**src/rtl/adder_tree_pipe_pkg.sv**
```systemverilog
// Shared sizing helpers for the pipelined adder tree.
// All functions are constant functions, usable in parameter and port widths.
package adder_tree_pipe_pkg;

  // Number of pairwise reduction levels: ceil(log2(n)), n >= 2.
  function automatic int num_stages(input int n);
    int s;
    s = 0;
    for (int p = 1; p < n; p = p * 2) begin
      s++;
    end
    return s;
  endfunction

  // Full-precision sum width: one growth bit per reduction level.
  function automatic int owidth(input int dw, input int n);
    return dw + num_stages(n);
  endfunction

  // Operand count rounded up to a power of two (extra lanes are zero).
  function automatic int padded_count(input int n);
    return 1 << num_stages(n);
  endfunction

  // Element offset of reduction level l inside the flattened level chain.
  // Level 0 holds npad elements, level 1 holds npad/2, and so on.
  function automatic int level_offset(input int npad, input int l);
    return 2 * npad - 2 * (npad >> l);
  endfunction

endpackage

```
**src/rtl/adder_tree_pipe_stage.sv**
```systemverilog
// One registered reduction level of the adder tree.
// Pairs element i with element i+NUM_IN/2; valid and last travel alongside.
// Everything holds when en is low. Operands arrive already extended to WIDTH,
// so the add never needs to grow.
module adder_tree_pipe_stage #(
  parameter int NUM_IN = 2,
  parameter int WIDTH  = 8,
  parameter int SIGNED = 0
) (
  input  logic                          clk,
  input  logic                          rst,
  input  logic                          en,
  input  logic                          in_valid,
  input  logic                          in_last,
  input  logic [NUM_IN*WIDTH-1:0]       in_dat,
  output logic                          out_valid,
  output logic                          out_last,
  output logic [(NUM_IN/2)*WIDTH-1:0]   out_dat
);

  localparam int NUM_OUT = NUM_IN / 2;

  logic [NUM_OUT*WIDTH-1:0] dat_q, dat_d;
  logic                     valid_q, valid_d;
  logic                     last_q, last_d;

  // Next-state: pairwise sums plus sideband, frozen while en is low.
  always_comb begin
    dat_d   = dat_q;
    valid_d = valid_q;
    last_d  = last_q;
    if (en) begin
      valid_d = in_valid;
      last_d  = in_last;
      for (int i = 0; i < NUM_OUT; i++) begin
        if (SIGNED != 0) begin
          dat_d[i*WIDTH +: WIDTH] = $signed(in_dat[i*WIDTH +: WIDTH])
                                  + $signed(in_dat[(i+NUM_OUT)*WIDTH +: WIDTH]);
        end else begin
          dat_d[i*WIDTH +: WIDTH] = in_dat[i*WIDTH +: WIDTH]
                                  + in_dat[(i+NUM_OUT)*WIDTH +: WIDTH];
        end
      end
    end
  end

  // Stage registers, cleared by asynchronous reset.
  always_ff @(posedge clk or posedge rst) begin
    if (rst) begin
      dat_q   <= '0;
      valid_q <= 1'b0;
      last_q  <= 1'b0;
    end else begin
      dat_q   <= dat_d;
      valid_q <= valid_d;
      last_q  <= last_d;
    end
  end

  assign out_dat   = dat_q;
  assign out_valid = valid_q;
  assign out_last  = last_q;

endmodule

```
**src/rtl/adder_tree_pipe.sv**
```systemverilog
// Pipelined adder tree: reduces NUM_INPUTS operands to one full-precision sum.
// Optional frame accumulator enabled by defining ADDER_TREE_PIPE_ACC_EN.
//
// Handshake: a beat transfers on a port when its valid and ready are both high
// at a rising clk edge. The whole pipeline advances together under
// en = !(o_valid && !o_ready), and i_ready is en, so a stalled output freezes
// every stage and upstream sees back-pressure in the same cycle.
module adder_tree_pipe
  import adder_tree_pipe_pkg::*;
#(
  parameter int NUM_INPUTS = 16,
  parameter int DWIDTH     = 8,
  parameter int SIGNED     = 0,
  parameter int ACC_WIDTH  = 32
) (
  input  logic                                       clk,
  input  logic                                       rst,
  input  logic                                       i_valid,
  output logic                                       i_ready,
  input  logic [NUM_INPUTS*DWIDTH-1:0]               i_dat_vector,
  input  logic                                       i_last,
  output logic                                       o_valid,
  input  logic                                       o_ready,
  output logic [DWIDTH+num_stages(NUM_INPUTS)-1:0]   o_sum,
  output logic                                       o_acc_valid,
  output logic [ACC_WIDTH-1:0]                       o_acc
);

  localparam int NUM_STAGES = num_stages(NUM_INPUTS);
  localparam int OWIDTH     = owidth(DWIDTH, NUM_INPUTS);
  localparam int NPAD       = padded_count(NUM_INPUTS);

  // All reduction levels laid end to end: level 0 is the extended input,
  // level NUM_STAGES is the single final sum.
  logic [(2*NPAD-1)*OWIDTH-1:0] chain;
  logic [NUM_STAGES:0]          vld_chain;
  logic [NUM_STAGES:0]          lst_chain;
  logic [NPAD*OWIDTH-1:0]       ext_vec;
  logic                         en;

  assign en      = !(o_valid && !o_ready);
  assign i_ready = en;

  // Extend each operand to full width; padding lanes stay zero.
  always_comb begin
    ext_vec = '0;
    for (int k = 0; k < NUM_INPUTS; k++) begin
      if (SIGNED != 0) begin
        ext_vec[k*OWIDTH +: OWIDTH] = {{(OWIDTH-DWIDTH){i_dat_vector[k*DWIDTH+DWIDTH-1]}},
                                       i_dat_vector[k*DWIDTH +: DWIDTH]};
      end else begin
        ext_vec[k*OWIDTH +: OWIDTH] = {{(OWIDTH-DWIDTH){1'b0}},
                                       i_dat_vector[k*DWIDTH +: DWIDTH]};
      end
    end
  end

  assign chain[0 +: NPAD*OWIDTH] = ext_vec;
  assign vld_chain[0]            = i_valid;
  assign lst_chain[0]            = i_last;

  for (genvar s = 0; s < NUM_STAGES; s++) begin : g_stage
    localparam int NIN = NPAD >> s;
    adder_tree_pipe_stage #(
      .NUM_IN (NIN),
      .WIDTH  (OWIDTH),
      .SIGNED (SIGNED)
    ) u_stage (
      .clk       (clk),
      .rst       (rst),
      .en        (en),
      .in_valid  (vld_chain[s]),
      .in_last   (lst_chain[s]),
      .in_dat    (chain[level_offset(NPAD, s)*OWIDTH +: NIN*OWIDTH]),
      .out_valid (vld_chain[s+1]),
      .out_last  (lst_chain[s+1]),
      .out_dat   (chain[level_offset(NPAD, s+1)*OWIDTH +: (NIN/2)*OWIDTH])
    );
  end

  assign o_valid = vld_chain[NUM_STAGES];
  assign o_sum   = chain[(2*NPAD-2)*OWIDTH +: OWIDTH];

`ifdef ADDER_TREE_PIPE_ACC_EN
  logic [ACC_WIDTH-1:0]     acc_q, acc_d;
  logic [ACC_WIDTH-1:0]     acc_out_q, acc_out_d;
  logic                     acc_vld_q, acc_vld_d;
  logic [ACC_WIDTH-1:0]     sum_ext;
  logic signed [OWIDTH-1:0] sum_signed;
  logic                     out_hs;

  assign sum_signed = o_sum;
  assign out_hs     = o_valid && o_ready;

  // Widen the tree sum to accumulator width per operand signedness.
  always_comb begin
    if (SIGNED != 0) begin
      sum_ext = ACC_WIDTH'(sum_signed);
    end else begin
      sum_ext = ACC_WIDTH'(o_sum);
    end
  end

  // Accumulate on each output beat; on a last beat publish the total and restart.
  always_comb begin
    acc_d     = acc_q;
    acc_out_d = acc_out_q;
    acc_vld_d = 1'b0;
    if (out_hs) begin
      if (lst_chain[NUM_STAGES]) begin
        acc_out_d = acc_q + sum_ext;
        acc_vld_d = 1'b1;
        acc_d     = '0;
      end else begin
        acc_d     = acc_q + sum_ext;
      end
    end
  end

  // Accumulator registers, cleared by asynchronous reset.
  always_ff @(posedge clk or posedge rst) begin
    if (rst) begin
      acc_q     <= '0;
      acc_out_q <= '0;
      acc_vld_q <= 1'b0;
    end else begin
      acc_q     <= acc_d;
      acc_out_q <= acc_out_d;
      acc_vld_q <= acc_vld_d;
    end
  end

  assign o_acc       = acc_out_q;
  assign o_acc_valid = acc_vld_q;
`else
  // Frame marker has no consumer without the accumulator.
  logic unused_last;
  assign unused_last = lst_chain[NUM_STAGES];

  assign o_acc_valid = 1'b0;
  assign o_acc       = '0;
`endif

endmodule
```
**config.mk**
```make
export PLATFORM = sky130hd
export DESIGN_NAME = adder_tree_pipe
export DESIGN_NICKNAME = d
export VERILOG_FILES = /design/src/rtl/adder_tree_pipe_pkg.sv /design/src/rtl/adder_tree_pipe_stage.sv /design/src/rtl/adder_tree_pipe.sv
export SDC_FILE = /design/constraint.sdc
export NUM_CORES = 1
export LEC_CHECK = 0
export ABC_CLOCK_PERIOD_IN_PS = 4200
export BUFFER_PORTS_ARGS = -buffer_cell sky130_fd_sc_hd__buf_2
export CORE_ASPECT_RATIO = 1.4
export CORE_MARGIN = 3
export CORE_UTILIZATION = 50
export DETAILED_ROUTE_END_ITERATION = 16
export HOLD_SLACK_MARGIN = 0.06
export PLACE_DENSITY = 0.74
export SLEW_MARGIN = 0
export SYNTH_ARGS = -nofsm -noshare
export SYNTH_HDL_FRONTEND = slang
export SYNTH_SLANG_ARGS = --single-unit
export TNS_END_PERCENT = 30
```
**constraint.sdc**
```tcl
create_clock -name clk -period 4.2 [get_ports clk]
set_input_delay 0.21 -clock clk [delete_from_list [all_inputs] [get_ports clk]]
set_output_delay 0.21 -clock clk [all_outputs]
set_load 0.03 [all_outputs]
```
==> results by stage <==
Yosys:
- A synthesized cell averages between 8 and 9 um^2.
- The cell with the most instances after synthesis is nand2_1.
- The post-synth design cell area is 11200 um^2.
- The sequential fraction of the synthesis area is 33.6%.
- The count of flip-flops with a built-in enable after synthesis is 0.
- The synthesized design contains 150 register bits.
- After synthesis, the share of flip-flops with an asynchronous set or reset is between 90% and 100%.
- After synthesis, the cell types taking the most area are dfrtp_1 (34%), ha_1 (15%), nand2_1 (5.2%), a21oi_1 (4.3%), nor2_1 (3.4%).
- The area fraction of the dominant cell type after synthesis is 33.6%.
- The synthesized design spends more area on one cell type than any other, namely dfrtp_1.
- The most used flip-flop cell after synthesis is dfrtp_1.
- Synthesis instantiated 68 different standard cells from the library.
- Synthesis produced 1260 cells.
- Counting instances in the post-synthesis netlist gives the leading cell types as nand2_1 (156), dfrtp_1 (150), ha_1 (131).
- For this run, the number of Yosys warnings is 0.

Run status:
- The flow ran to the end, and the final reports show no timing, DRC or antenna violations.

Timing:
- The count of pins over their slew limit came to 0.
- The number of endpoints with negative hold slack in the final report is 0.
- Measured against its own limit, the worst slew margin works out to between 40% and 50%.
- The final critical path time including I/O delays and setup is 2.75 ns.
- The post-route fraction of the period consumed by the critical path is approximately 65%.
- The setup TNS is 0 ns.
- The slew at the pin with the worst max-slew slack is 0.844 ns.
- The final critical-path setup slack is 1.45 ns.
- Setup violations remaining at the end of the flow were counted as 0.
- Setup repair after global routing left no endpoint under its margin.
- The maximum operating frequency is 364 MHz.
- The worst-case clock skew is 0.0109 ns.

Power and ir drop:
- For this design the ratio of total power to cell area is 762 nW/um^2.
- The analysis attributes to cell leakage a power of 5.96 nW.
- The worst ir drop on vdd is 0.000444 V.
- The power consumption is roughly 9.6 mW.

Critical path:
- Traced cell by cell, the critical path runs through nor2b_4 -> inv_4 -> buf_4 -> and3_1 -> a221o_1 -> a211o_1.
- In this run the worst path has a maximum fanout of 56.
- The category of the worst setup path capture point is a flip-flop.
- The largest delay contributor family on the critical path is simple AND/OR/NAND/NOR gates.
- Together, buffers and inverters on the worst path number 2.
- The type of element launching the critical path is a flip-flop.
- The endpoint arrival time on the critical path is between 3 and 4 ns.
- The slowest stage of the critical path is the nor2b_4 cell.
- The critical path is of the reg2reg type.
- The critical path required time is 4.51 ns.
- The peak per-stage delay on the critical path is 0.63 ns.

CTS:
- The clock transition at the registers of the reported paths is 0.06 ns.
- The clock tree synthesis step divided the H-tree into 4 levels.
- The number of gates resized after cts is 0.
- The clock reaches the later pin of the worst-skew pair after 0.43 ns.
- The root buffer cell chosen for the clock tree is clkbuf_16.
- The tree built by TritonCTS fans out to 150 sinks.
- In this run, CTS created clock tree buffers numbering 17.
- The clock tree buffer depth is 2.
- TritonCTS built the clock tree.

Detailed routing:
- The number of vias per cell after detailed routing is 5.51.
- Once detail routing completed, the nets flagged for antenna violations numbered 0.
- In this run, the number of DRC markers left after iteration 0 of detailed routing was approximately 430.
- For this run, the detailed router's first-pass iteration total came to 5.
- The total number of vias is ~9300.
- After detailed routing, the number of remaining DRC violations is 0.
- Dividing the detail-routed wire length by the instance count gives 14.5 um.
- The wire length reported by the detailed router is 24500 um.

Floorplanning:
- For this configuration, the core starts out at a cell density of 51.0%.
- The area of the core is 21900 um^2.
- The number of standard-cell rows in the floorplan is 64.
- The total I/O pin count is 180.
- In this run the horizontal extent of the chip is 132 um.
- The floorplan step defined a die boundary enclosing ~24000 um^2.
- From bottom edge to top edge, the die measures 183 um.

Placed design:
- At the end of routability-driven placement, the weighted congestion stood at about 0.83.
- The placed instances occupy a cell area of roughly 12000 um^2.
- The count of input and output buffers is 145.
- Detailed placement finished with a half-perimeter wire length of 18800 um.
- OpenSTA, run right after detailed placement, puts the worst setup slack at ~1.4 ns.

Cells and area:
- The final-stage net count is 1657.
- The area growth from synthesis to layout is 12.1%.
- The finished cells cover 12500 um^2.
- In the final layout, the share of cells above drive strength 1 is 14.1%.
- Counting the fill cells in the layout gives 2027.
- The antenna diode instance count is 0.

Global route:
- The total routing resource utilization after global routing is 20.7%.
- The remaining global-route overflow is 0.
- The via count of the first global-routing pass came to ~9200.
- The maximum number of pins on one net before global-route repair is 174.
- The initial antenna violation count was 0.
- The first global-routing pass estimated approximately 42000 um of wire.

Flow run:
- The number of max-cap violations is 0.

Min path:
- The type of the worst min-delay path is in2reg.
==> what timing repair did <==
action,in CTS,in global routing
hold endpoints to repair,36,0
setup buffers,0,0
hold buffers,2,0
==> metal layers <==
layer / routed length [um] / GRT usage, % / part of all wire [%] / up-vias
met5: 0 / 0 / 0 / -
met3: 742 / 3.07 / 3.0 / 36
met4: 593 / 6.91 / 2.4 / 0
met2: 13100 / 38.7 / 53 / 170
met1: 10100 / 24.2 / 41 / 4413
li1: - / - / - / 4676
==> sequential cells by signal, indices dropped and copies added (netlist names) <==
| signal | count |
|---|---|
| g_stage.u_stage.out_dat | 146 |
| g_stage.u_stage.out_valid | 4 |
==> worst min-delay path, delay by kind of cell <==
kind	cells	cell delay, ns
and+or+nand+nor	2	0.09
buffers and inverters	1	0.08
adders and majority gates	1	0.11
==> path summary, 6_finish.rpt <==
path	from	to	slack [ns]	cells past startpoint
setup / recovery	g_stage[3].u_stage.out_valid	g_stage[1].u_stage.out_dat[20]	1.45	6
hold / removal	i_dat_vector[120]	g_stage[0].u_stage.out_dat[84]	0.1	4
setup reg to reg	g_stage[3].u_stage.out_valid	g_stage[1].u_stage.out_dat[20]	1.45	6
hold reg to reg	g_stage[2].u_stage.out_valid	g_stage[2].u_stage.out_valid	0.46	2
max in group asynchronous	rst	g_stage[1].u_stage.out_dat[29]	2.80	4
min in group asynchronous	rst	g_stage[0].u_stage.out_dat[66]	0.50	3
==> kinds of logic (layout without fill, tap and decap cells) <==
group	after synthesis	in the layout	share of synthesized area, %
other	1	33	0.0335
buffers and inverters	156	255	7.25
muxes	3	3	0.269
xor gates and xnor gates	59	59	4.62
AOI/OAI and AO/OA	356	356	20.6
and+or+nand+nor	389	389	16.3
DFF	150	150	33.6
adders and majority gates	146	146	17.3
==> final cells by class <==
cell class | count | area [um^2] | share of cell area [%]
flip-flops and latches | 150 | 3750 | 29.9
clock inverters | 12 | 128 | 1.02
well taps | 297 | 372 | 2.96
multi-input cells | 986 | 6740 | 53.8
inverters | 70 | 269 | 2.15
clock buffers | 20 | 457 | 3.64
repair buffers | 153 | 816 | 6.51
==> stage by stage <==
stage | hold WS, ns | utilization [%] | instances
detailed placement | 0.407 | 54.4 | 1654
CTS | 0.0874 | 57.1 | 1688
finish | 0.0998 | 57.1 | 1688
global route | 0.105 | 57.1 | 1688
global placement | 0.413 | 54.4 | 1654
floorplan | 0.322 | - | 1292
==> cell usage in the layout (no fill, tap or decap), types with 19 or more instances in the layout <==
cell type	synthesis	routed
inv_1	69	68
o31ai_1	19	19
dfrtp_1	150	150
nor2_1	100	100
o21ai_1	21	21
a21oi_1	95	95
o21ai_0	65	65
nand2_1	156	156
a211oi_1	29	29
conb_1	1	33
buf_2	20	145
ha_1	131	131
xor2_1	42	42
nor3b_1	20	20
nor3_1	33	33
==> power breakdown <==
part,total [mW],switching [mW],internal [mW]
Sequential,2.63,0.482,2.15
Combinational,5.42,3.09,2.33
Clock,1.51,0.609,0.903
Power figures use the tool's default switching activity.
